**config.mk**
```make
export PLATFORM = sky130hd
export DESIGN_NAME = sbox_arbiter_flat
export DESIGN_NICKNAME = d
export VERILOG_FILES = /design/src/rtl/sbox_arbiter_if.sv /design/src/rtl/sbox_arbiter.sv /design/src/flat_wrapper.sv
export SDC_FILE = /design/constraint.sdc
export NUM_CORES = 1
export LEC_CHECK = 0
export ABC_AREA = 1
export BUFFER_PORTS_ARGS = -buffer_cell sky130_fd_sc_hd__buf_2
export CORE_AREA = 2 2 228 230
export CTS_CLUSTER_SIZE = 12
export DETAILED_ROUTE_END_ITERATION = 10
export DIE_AREA = 0 0 230 232
export MAX_ROUTING_LAYER = met4
export SLEW_MARGIN = 20
export SYNTH_ARGS = -nofsm -noshare
export SYNTH_HDL_FRONTEND = slang
export SYNTH_SLANG_ARGS = --single-unit
```
**constraint.sdc**
```tcl
create_clock -name clk -period 1.5 [get_ports clk]
set_clock_uncertainty 0.15 [all_clocks]
set_input_delay 0.3 -clock clk [delete_from_list [all_inputs] [get_ports clk]]
set_output_delay 0.3 -clock clk [all_outputs]
set_load 0.01 [all_outputs]
```
**src/rtl/sbox_arbiter_if.sv**
```systemverilog
`default_nettype none
// ----------------------------------------------------------------------------
// sbox_arbiter_if : requester and sub_bytes handshake bundle for sbox_arbiter
// Rev 1.0
// ----------------------------------------------------------------------------
interface sbox_arbiter_if;
  logic         i_Rnd_Req;
  logic [127:0] i_Rnd_Data;
  logic         o_Rnd_Gnt;
  logic         o_Rnd_Valid;
  logic [127:0] o_Rnd_Data;
  logic         i_Key_Req;
  logic [31:0]  i_Key_Word;
  logic         o_Key_Gnt;
  logic         o_Key_Valid;
  logic [31:0]  o_Key_Word;
  logic [127:0] o_Sb_Data;
  logic [127:0] i_Sb_Data;

  modport slave (
    input  i_Rnd_Req, i_Rnd_Data, i_Key_Req, i_Key_Word, i_Sb_Data,
    output o_Rnd_Gnt, o_Rnd_Valid, o_Rnd_Data,
    output o_Key_Gnt, o_Key_Valid, o_Key_Word, o_Sb_Data
  );

  modport master (
    output i_Rnd_Req, i_Rnd_Data, i_Key_Req, i_Key_Word, i_Sb_Data,
    input  o_Rnd_Gnt, o_Rnd_Valid, o_Rnd_Data,
    input  o_Key_Gnt, o_Key_Valid, o_Key_Word, o_Sb_Data
  );
endinterface
`default_nettype wire

```
**src/rtl/sbox_arbiter.sv**
```systemverilog
`default_nettype none
// ----------------------------------------------------------------------------
// sbox_arbiter : round-robin share of one sub_bytes stage between the round
// datapath and key expansion. Optional: SBOX_ARB_STATS_EN (grant counters).
// Rev 1.0
// ----------------------------------------------------------------------------
module sbox_arbiter #(
  parameter int SB_LATENCY = 1,
  parameter bit KEY_FIRST  = 1'b1
`ifdef SBOX_ARB_STATS_EN
  ,
  parameter int STAT_W     = 16
`endif
) (
  input  wire logic         clk,
  input  wire logic         rst_n,
  sbox_arbiter_if.slave     bus,
  output logic              o_Busy
`ifdef SBOX_ARB_STATS_EN
  ,
  output logic [STAT_W-1:0] o_Rnd_Cnt,
  output logic [STAT_W-1:0] o_Key_Cnt
`endif
);

  logic                  ptr_q, ptr_d;
  logic [SB_LATENCY-1:0] tag_vld_q, tag_vld_d;
  logic [SB_LATENCY-1:0] tag_key_q, tag_key_d;
  logic                  rnd_valid_q, rnd_valid_d;
  logic                  key_valid_q, key_valid_d;
  logic [127:0]          rnd_data_q, rnd_data_d;
  logic [31:0]           key_word_q, key_word_d;
  logic                  rnd_gnt, key_gnt;
  logic [127:0]          sb_data;

  // ptr_q = 1 favours key; the side just granted loses priority next time
  always_comb begin
    key_gnt = bus.i_Key_Req & (~bus.i_Rnd_Req | ptr_q);
    rnd_gnt = bus.i_Rnd_Req & ~key_gnt;
    ptr_d   = ptr_q;
    if (rnd_gnt)
      ptr_d = 1'b1;
    else if (key_gnt)
      ptr_d = 1'b0;
    sb_data = '0;
    if (rnd_gnt)
      sb_data = bus.i_Rnd_Data;
    else if (key_gnt)
      sb_data = {96'h0, bus.i_Key_Word};
  end

  always_comb begin
    tag_vld_d    = '0;
    tag_key_d    = '0;
    tag_vld_d[0] = rnd_gnt | key_gnt;
    tag_key_d[0] = key_gnt;
    for (int i = 1; i < SB_LATENCY; i++) begin
      tag_vld_d[i] = tag_vld_q[i-1];
      tag_key_d[i] = tag_key_q[i-1];
    end
    rnd_valid_d = tag_vld_q[SB_LATENCY-1] & ~tag_key_q[SB_LATENCY-1];
    key_valid_d = tag_vld_q[SB_LATENCY-1] &  tag_key_q[SB_LATENCY-1];
    rnd_data_d  = rnd_valid_d ? bus.i_Sb_Data       : rnd_data_q;
    key_word_d  = key_valid_d ? bus.i_Sb_Data[31:0] : key_word_q;
  end

  always_ff @(posedge clk or negedge rst_n) begin
    if (!rst_n) begin
      ptr_q       <= KEY_FIRST;
      tag_vld_q   <= '0;
      tag_key_q   <= '0;
      rnd_valid_q <= 1'b0;
      key_valid_q <= 1'b0;
      rnd_data_q  <= '0;
      key_word_q  <= '0;
    end else begin
      ptr_q       <= ptr_d;
      tag_vld_q   <= tag_vld_d;
      tag_key_q   <= tag_key_d;
      rnd_valid_q <= rnd_valid_d;
      key_valid_q <= key_valid_d;
      rnd_data_q  <= rnd_data_d;
      key_word_q  <= key_word_d;
    end
  end

  // Grants are masked only at the outputs so rst_n never feeds a flop D input
  assign bus.o_Rnd_Gnt   = rnd_gnt & rst_n;
  assign bus.o_Key_Gnt   = key_gnt & rst_n;
  assign bus.o_Sb_Data   = sb_data & {128{rst_n}};
  assign bus.o_Rnd_Valid = rnd_valid_q;
  assign bus.o_Rnd_Data  = rnd_data_q;
  assign bus.o_Key_Valid = key_valid_q;
  assign bus.o_Key_Word  = key_word_q;
  assign o_Busy          = (|tag_vld_q) | rnd_valid_q | key_valid_q;

`ifdef SBOX_ARB_STATS_EN
  logic [STAT_W-1:0] rnd_cnt_q, rnd_cnt_d;
  logic [STAT_W-1:0] key_cnt_q, key_cnt_d;

  always_comb begin
    rnd_cnt_d = rnd_cnt_q;
    key_cnt_d = key_cnt_q;
    if (rnd_gnt && !(&rnd_cnt_q))
      rnd_cnt_d = rnd_cnt_q + 1'b1;
    if (key_gnt && !(&key_cnt_q))
      key_cnt_d = key_cnt_q + 1'b1;
  end

  always_ff @(posedge clk or negedge rst_n) begin
    if (!rst_n) begin
      rnd_cnt_q <= '0;
      key_cnt_q <= '0;
    end else begin
      rnd_cnt_q <= rnd_cnt_d;
      key_cnt_q <= key_cnt_d;
    end
  end

  assign o_Rnd_Cnt = rnd_cnt_q;
  assign o_Key_Cnt = key_cnt_q;
`endif

endmodule
`default_nettype wire

```
**src/flat_wrapper.sv**
```systemverilog
// flat-port wrapper written by rule: the top's interface ports become plain ports
module sbox_arbiter_flat 
#(
  parameter int SB_LATENCY = 1,
  parameter bit KEY_FIRST  = 1'b1

)
  (clk, rst_n, o_Busy, bus_i_Rnd_Req, bus_i_Rnd_Data, bus_i_Key_Req, bus_i_Key_Word, bus_i_Sb_Data, bus_o_Rnd_Gnt, bus_o_Rnd_Valid, bus_o_Rnd_Data, bus_o_Key_Gnt, bus_o_Key_Valid, bus_o_Key_Word, bus_o_Sb_Data);
  sbox_arbiter_if bus_i ();
  input  wire logic clk;
  input  wire logic rst_n;
  output logic o_Busy;
  input wire logic [$bits(bus_i.i_Rnd_Req)-1:0] bus_i_Rnd_Req;
  input wire logic [$bits(bus_i.i_Rnd_Data)-1:0] bus_i_Rnd_Data;
  input wire logic [$bits(bus_i.i_Key_Req)-1:0] bus_i_Key_Req;
  input wire logic [$bits(bus_i.i_Key_Word)-1:0] bus_i_Key_Word;
  input wire logic [$bits(bus_i.i_Sb_Data)-1:0] bus_i_Sb_Data;
  output wire logic [$bits(bus_i.o_Rnd_Gnt)-1:0] bus_o_Rnd_Gnt;
  output wire logic [$bits(bus_i.o_Rnd_Valid)-1:0] bus_o_Rnd_Valid;
  output wire logic [$bits(bus_i.o_Rnd_Data)-1:0] bus_o_Rnd_Data;
  output wire logic [$bits(bus_i.o_Key_Gnt)-1:0] bus_o_Key_Gnt;
  output wire logic [$bits(bus_i.o_Key_Valid)-1:0] bus_o_Key_Valid;
  output wire logic [$bits(bus_i.o_Key_Word)-1:0] bus_o_Key_Word;
  output wire logic [$bits(bus_i.o_Sb_Data)-1:0] bus_o_Sb_Data;
  assign bus_i.i_Rnd_Req = bus_i_Rnd_Req;
  assign bus_i.i_Rnd_Data = bus_i_Rnd_Data;
  assign bus_i.i_Key_Req = bus_i_Key_Req;
  assign bus_i.i_Key_Word = bus_i_Key_Word;
  assign bus_i.i_Sb_Data = bus_i_Sb_Data;
  assign bus_o_Rnd_Gnt = bus_i.o_Rnd_Gnt;
  assign bus_o_Rnd_Valid = bus_i.o_Rnd_Valid;
  assign bus_o_Rnd_Data = bus_i.o_Rnd_Data;
  assign bus_o_Key_Gnt = bus_i.o_Key_Gnt;
  assign bus_o_Key_Valid = bus_i.o_Key_Valid;
  assign bus_o_Key_Word = bus_i.o_Key_Word;
  assign bus_o_Sb_Data = bus_i.o_Sb_Data;
  sbox_arbiter #(.SB_LATENCY(SB_LATENCY), .KEY_FIRST(KEY_FIRST)) u_core (.clk(clk), .rst_n(rst_n), .bus(bus_i), .o_Busy(o_Busy));
endmodule
```
; ---- After elaboration in Yosys (flattened, before gate mapping)
; Index checks and enable logic that the tools add are counted.
[classes]
n_reduce_logical = 1
muxes = 4
bitwise_logic = 14
[ops]
columns = operator, count
row1 = $and 128x128->128, 1
row2 = $mux 128, 1
row3 = $mux 32, 1
row4 = $and 1x1->1, 6
row5 = $or 1x1->1, 4
row6 = $not 1->1, 3
row7 = $mux 1, 2
row8 = $reduce_bool 2->1, 1
[word_totals]
out_inout_bits = 293
in_bits = 292
reg_bits = 165

; ---- Logic depth before layout (Yosys ltp)
[logic_depth]
word_depth = 7
mapped_depth = 7

; ---- Worst setup path before layout
; OpenSTA, ideal clock, no wires.
[synth_path]
kind = reg2out
from = register u_core.ptr_q
to = output port bus_o_Rnd_Gnt
arrival_time_ns = 1.162
path_buffers = 2
path_slack_ns = -0.112
path_stages_with_launch = 8
required_ns = 1.050
path_cell_list = dfstp_2 -> inv_1 -> nand2_2 -> nand2_4 -> nand2_2 -> buf_6 -> buf_6 -> inv_1
[synth_between]
elab_chain_cells = 5
[synth_lines]
columns = item, line
row1 = start: declaration, sbox_arbiter.sv:26  ; logic ptr_q, ptr_d;
row2 = start signal: assignment, sbox_arbiter.sv:77  ; ptr_q <= ptr_d;
row3 = $or 1x1->1, sbox_arbiter.sv:38  ; key_gnt = bus.i_Key_Req & (~bus.i_Rnd_Req | ptr_q);
row4 = $and 1x1->1, sbox_arbiter.sv:38
row5 = $not 1->1, sbox_arbiter.sv:39  ; rnd_gnt = bus.i_Rnd_Req & ~key_gnt;
row6 = $and 1x1->1, sbox_arbiter.sv:39
row7 = $and 1x1->1, sbox_arbiter.sv:88  ; assign bus.o_Rnd_Gnt = rnd_gnt & rst_n;
row8 = end: declaration, flat_wrapper.sv:18  ; output wire logic [$bits(bus_i.o_Rnd_Gnt)-1:0] bus_o_Rnd_Gnt;
; No other way between the ends.

; ---- Worst setup path after layout
[layout_path]
from = register u_core.ptr_q
to = output port bus_o_Sb_Data[68]
[layout_between]
elab_chain_cells = 6
[layout_lines]
columns = item, line
row1 = $or 1x1->1, sbox_arbiter.sv:38
row2 = $and 1x1->1, sbox_arbiter.sv:38
row3 = $not 1->1, sbox_arbiter.sv:39
row4 = $and 1x1->1, sbox_arbiter.sv:39
row5 = $mux 128, sbox_arbiter.sv:46  ; if (rnd_gnt)
row6 = $and 128x128->128, sbox_arbiter.sv:90  ; assign bus.o_Sb_Data = sb_data & {128{rst_n}};
row7 = end: declaration, flat_wrapper.sv:24  ; output wire logic [$bits(bus_i.o_Sb_Data)-1:0] bus_o_Sb_Data;
; No other way between the ends.

==> impl_metrics.py <==
metrics = {
    "status": {
        "status": "finished with violations",
        "violations": "negative setup slack",
    },
    "logic_synthesis": {
        "synth_top_cell_by_area": "dfrtp_1",
        "synthCells": 981,
        "netlist_area_um2": 7482,
        "ys_seq_area_share_pct": 55.20,
        "synth_area_leaders": "dfrtp_1 55%, nand2_1 19%, inv_1 6.8%",
        "syn_avg_cell_area_um2": 7.627,
        "synth_top_area_share_pct": 54.85,
        "yosys.cell_types.count": 16,
        "ys_ff_latch": 165,
        "yosysWarnings": 0,
        "syn_nets": 1273,
    },
    "setup_path": {
        "cp_cell_sequence": "inv_2, nand2_4, nand2_4, nand2_8, buf_12, nor2_1, buf_2",
        "crit_top_cell": "nand2_4",
        "cp-start-kind": "flip-flop",
        "critPathArrivalTime_ps": 1800,
        "crit_path_max_incr_delay_ps": 530,
        "end_kind": "output pin",
        "reg2regPathDepth": 6,
        "cp.required_ps": 1050,
        "rrSetupSlack_ps": 100,
        "reg2reg_from": "u_core.tag_key_q$_DFF_PN0_",
        "worstSetupPathType": "flip-flop to output pin",
        "critPathLaunch": "u_core.ptr_q$_DFFE_PN1P_",
        "path_max_fanout": 21,
        "crit_path_top_delay_cell": "dfstp_2",
    },
    "grt": {
        "overflow": 0,
        "grt.total_usage_pct": 14.94,
        "grt_pass1_wl_um": 56800,
        "grt_start_max_net_pins": 105,
        "antenna_found_initial": 13,
        "grt_pass1_vias": 9208,
    },
    "clocking": {
        "cts_root_buf": "clkbuf_16",
        "cts_tree": "built",
        "clk_latency_ps": 470,
        "cts_made_buffers": 17,
        "htree_levels": 4,
        "cts_sinks": 165,
        "clock_path_buffers": 2,
        "clk_pin_slew_worst_paths_ps": 70,
    },
    "timing": {
        "rsz0062_at_grt": "true",
        "slew_violations": 0,
        "setup-violations-final": 131,
        "min_period_ps": 2251,
        "period_share_pct": 150.1,
        "worst_slew_pin_slew_ps": 616.9,
        "setup_tns_ps": -91410,
        "slew_headroom_pct": 58.88,
        "hold_viol": 0,
        "fin_ws_ps": -750.9,
        "max_freq_ghz": 0.4443,
    },
    "layout": {
        "fin_nets": 1983,
        "layout-drive-gt1-share_pct": 40.32,
        "ff_latch_area_um2": 4131,
        "n_fill_cell": 5586,
        "final_common_cell": "buf_2",
        "area_growth_syn_to_layout_pct": 82.26,
        "final_area_um2": 13640,
        "final_cell_mix": "565 x buf_2, 379 x nand2_1, 163 x dfrtp_1",
        "multi_input_area_um2": 2666,
    },
    "routing": {
        "drtIter0Drc": 362,
        "viasPerCell": 3.804,
        "antenna_left": 0,
        "finalWirelength_um": 39720,
        "avgRoutedWirePerCell_um": 16.58,
        "drc": 0,
        "vias": 9114,
        "dr.pass1.iters": 5,
    },
    "floorplanning": {
        "core_um2": 50890,
        "fp.dieH_um": 232,
        "die_w_um": 230,
        "dieArea_um2": 53360,
        "rows": 83,
        "initial_core_util_pct": 14.70,
        "io_pins": 585,
    },
    "min_path": {
        "hold_path_startpoint": "bus_i_Rnd_Req",
        "worstHoldPathType": "input pin to flip-flop",
        "hold_depth": 4,
    },
    "place": {
        "gp_routability_congestion": 0.9858,
        "io_buffers": 584,
        "placed_cell_area_um2": 11480,
        "dp_hpwl_um": 31500,
    },
    "pwr": {
        "power_leakage_nw": 7.977,
        "swShare_pct": 33.29,
        "p_sw_mw": 4.639,
        "p_seq_share_pct": 40.1,
        "p_clk_share_pct": 31.1,
        "max-vdd-ir-drop_uv": 797.4,
        "intPower_mw": 9.296,
        "p_per_area_nw_per_um2": 1022,
        "p_comb_share_pct": 28.8,
    },
    "flow_run": {
        "drv_cap": 0,
    },
}
metrics by stage:
| step | setup slack (ps) | hold WS [ps] | power, mW | std cells | utilization, % |
|---|---|---|---|---|---|
| detailed placement | -350.6 | 309.9 | 9.291 | 2219 | 22.55 |
| finish | -750.9 | 55.68 | 13.93 | 2396 | 26.80 |
| global route | -817.4 | 50.95 | 14.78 | 2396 | 26.80 |
| floorplan | -68.97 | -145.6 | 7.189 | 981 | - |
| global placement | -363.1 | 307.2 | 9.248 | 2219 | 22.55 |
| CTS | -801.4 | 5.452 | 14.15 | 2384 | 26.55 |
cell type report:
class | count | share of cell area, %
sequential | 165 | 30.30
tap | 680 | 6.239
clock inverter | 14 | 0.9267
inverter | 137 | 3.780
multi-input combinational | 618 | 19.55
clock buffer | 18 | 3.220
timing repair buffer | 752 | 35.76
antenna | 12 | 0.2202
cell usage after synthesis:
library cell	n
clkbuf_1	21
nor2_1	97
buf_1	4
buf_6	4
inv_1	135
o21ai_0	65
dfrtp_1	164
nand2_2	3
dfstp_2	1
nand2_4	1
or3_1	1
buf_2	32
inv_2	2
nand4_1	32
nand2_1	387
nand3_1	32
power groups by stage:
stage	clock [mW]	combinational, mW	sequential, mW
after floorplan	0	1.19	6.00
after global placement	0	3.64	5.61
after detailed placement	0	3.66	5.63
after CTS	4.57	4.01	5.57
after global routing	4.70	4.40	5.68
final	4.33	4.02	5.59
state kept, by name, indices dropped and copies added (netlist names):
| register | cells |
|---|---|
| u_core.bus.o_Rnd_Data | 128 |
| u_core.bus.o_Key_Word | 32 |
| u_core.bus.o_Key_Valid | 1 |
| u_core.bus.o_Rnd_Valid | 1 |
| u_core.ptr_q | 1 |
| u_core.tag_key_q | 1 |
| u_core.tag_vld_q | 1 |
repair_timing:
action | CTS | global route
pin swaps | 3 | 6
endpoints found under the hold margin | 324 | 0
endpoints found under the setup margin | 157 | 154
buffers inserted | 1 | 0
resized for setup | 29 | 18
hold buffers | 131 | 0
cloned | 1 | 0
critical path, delay by kind of cell (launching register included):
kind / cells / cell delay (ps)
buf+inv: 3 / 380
simple gates: 4 / 420
flops: 1 / 530
per-layer routing:
| layer | wire length, um | track usage (%) |
|---|---|---|
| met1 | 14300 | 14.91 |
| met4 | 1372 | 6.794 |
| met5 | 0 | - |
| met2 | 20820 | 26.66 |
| met3 | 3232 | 4.666 |
kinds of logic (layout without fill, tap and decap cells):
| group | after synthesis | in the layout | synth area share [%] |
|---|---|---|---|
| other | 0 | 12 | 0 |
| DFF | 165 | 165 | 55.20 |
| AOI/OAI and AO/OA | 65 | 65 | 4.348 |
| and+or+nand+nor | 553 | 553 | 29.58 |
| buffers and inverters | 198 | 921 | 10.87 |
path summary, 6_finish.rpt:
kind | end
max | bus_o_Sb_Data[68]
min | u_core.tag_vld_q$_DFF_PN0_
max reg2reg | u_core.bus.o_Rnd_Data[39]$_DFFE_PN0P_
min reg2reg | u_core.bus.o_Rnd_Data[82]$_DFFE_PN0P_
max in group asynchronous | u_core.bus.o_Rnd_Data[119]$_DFFE_PN0P_
min in group asynchronous | u_core.ptr_q$_DFFE_PN1P_
(Power assumes the default switching activity.)
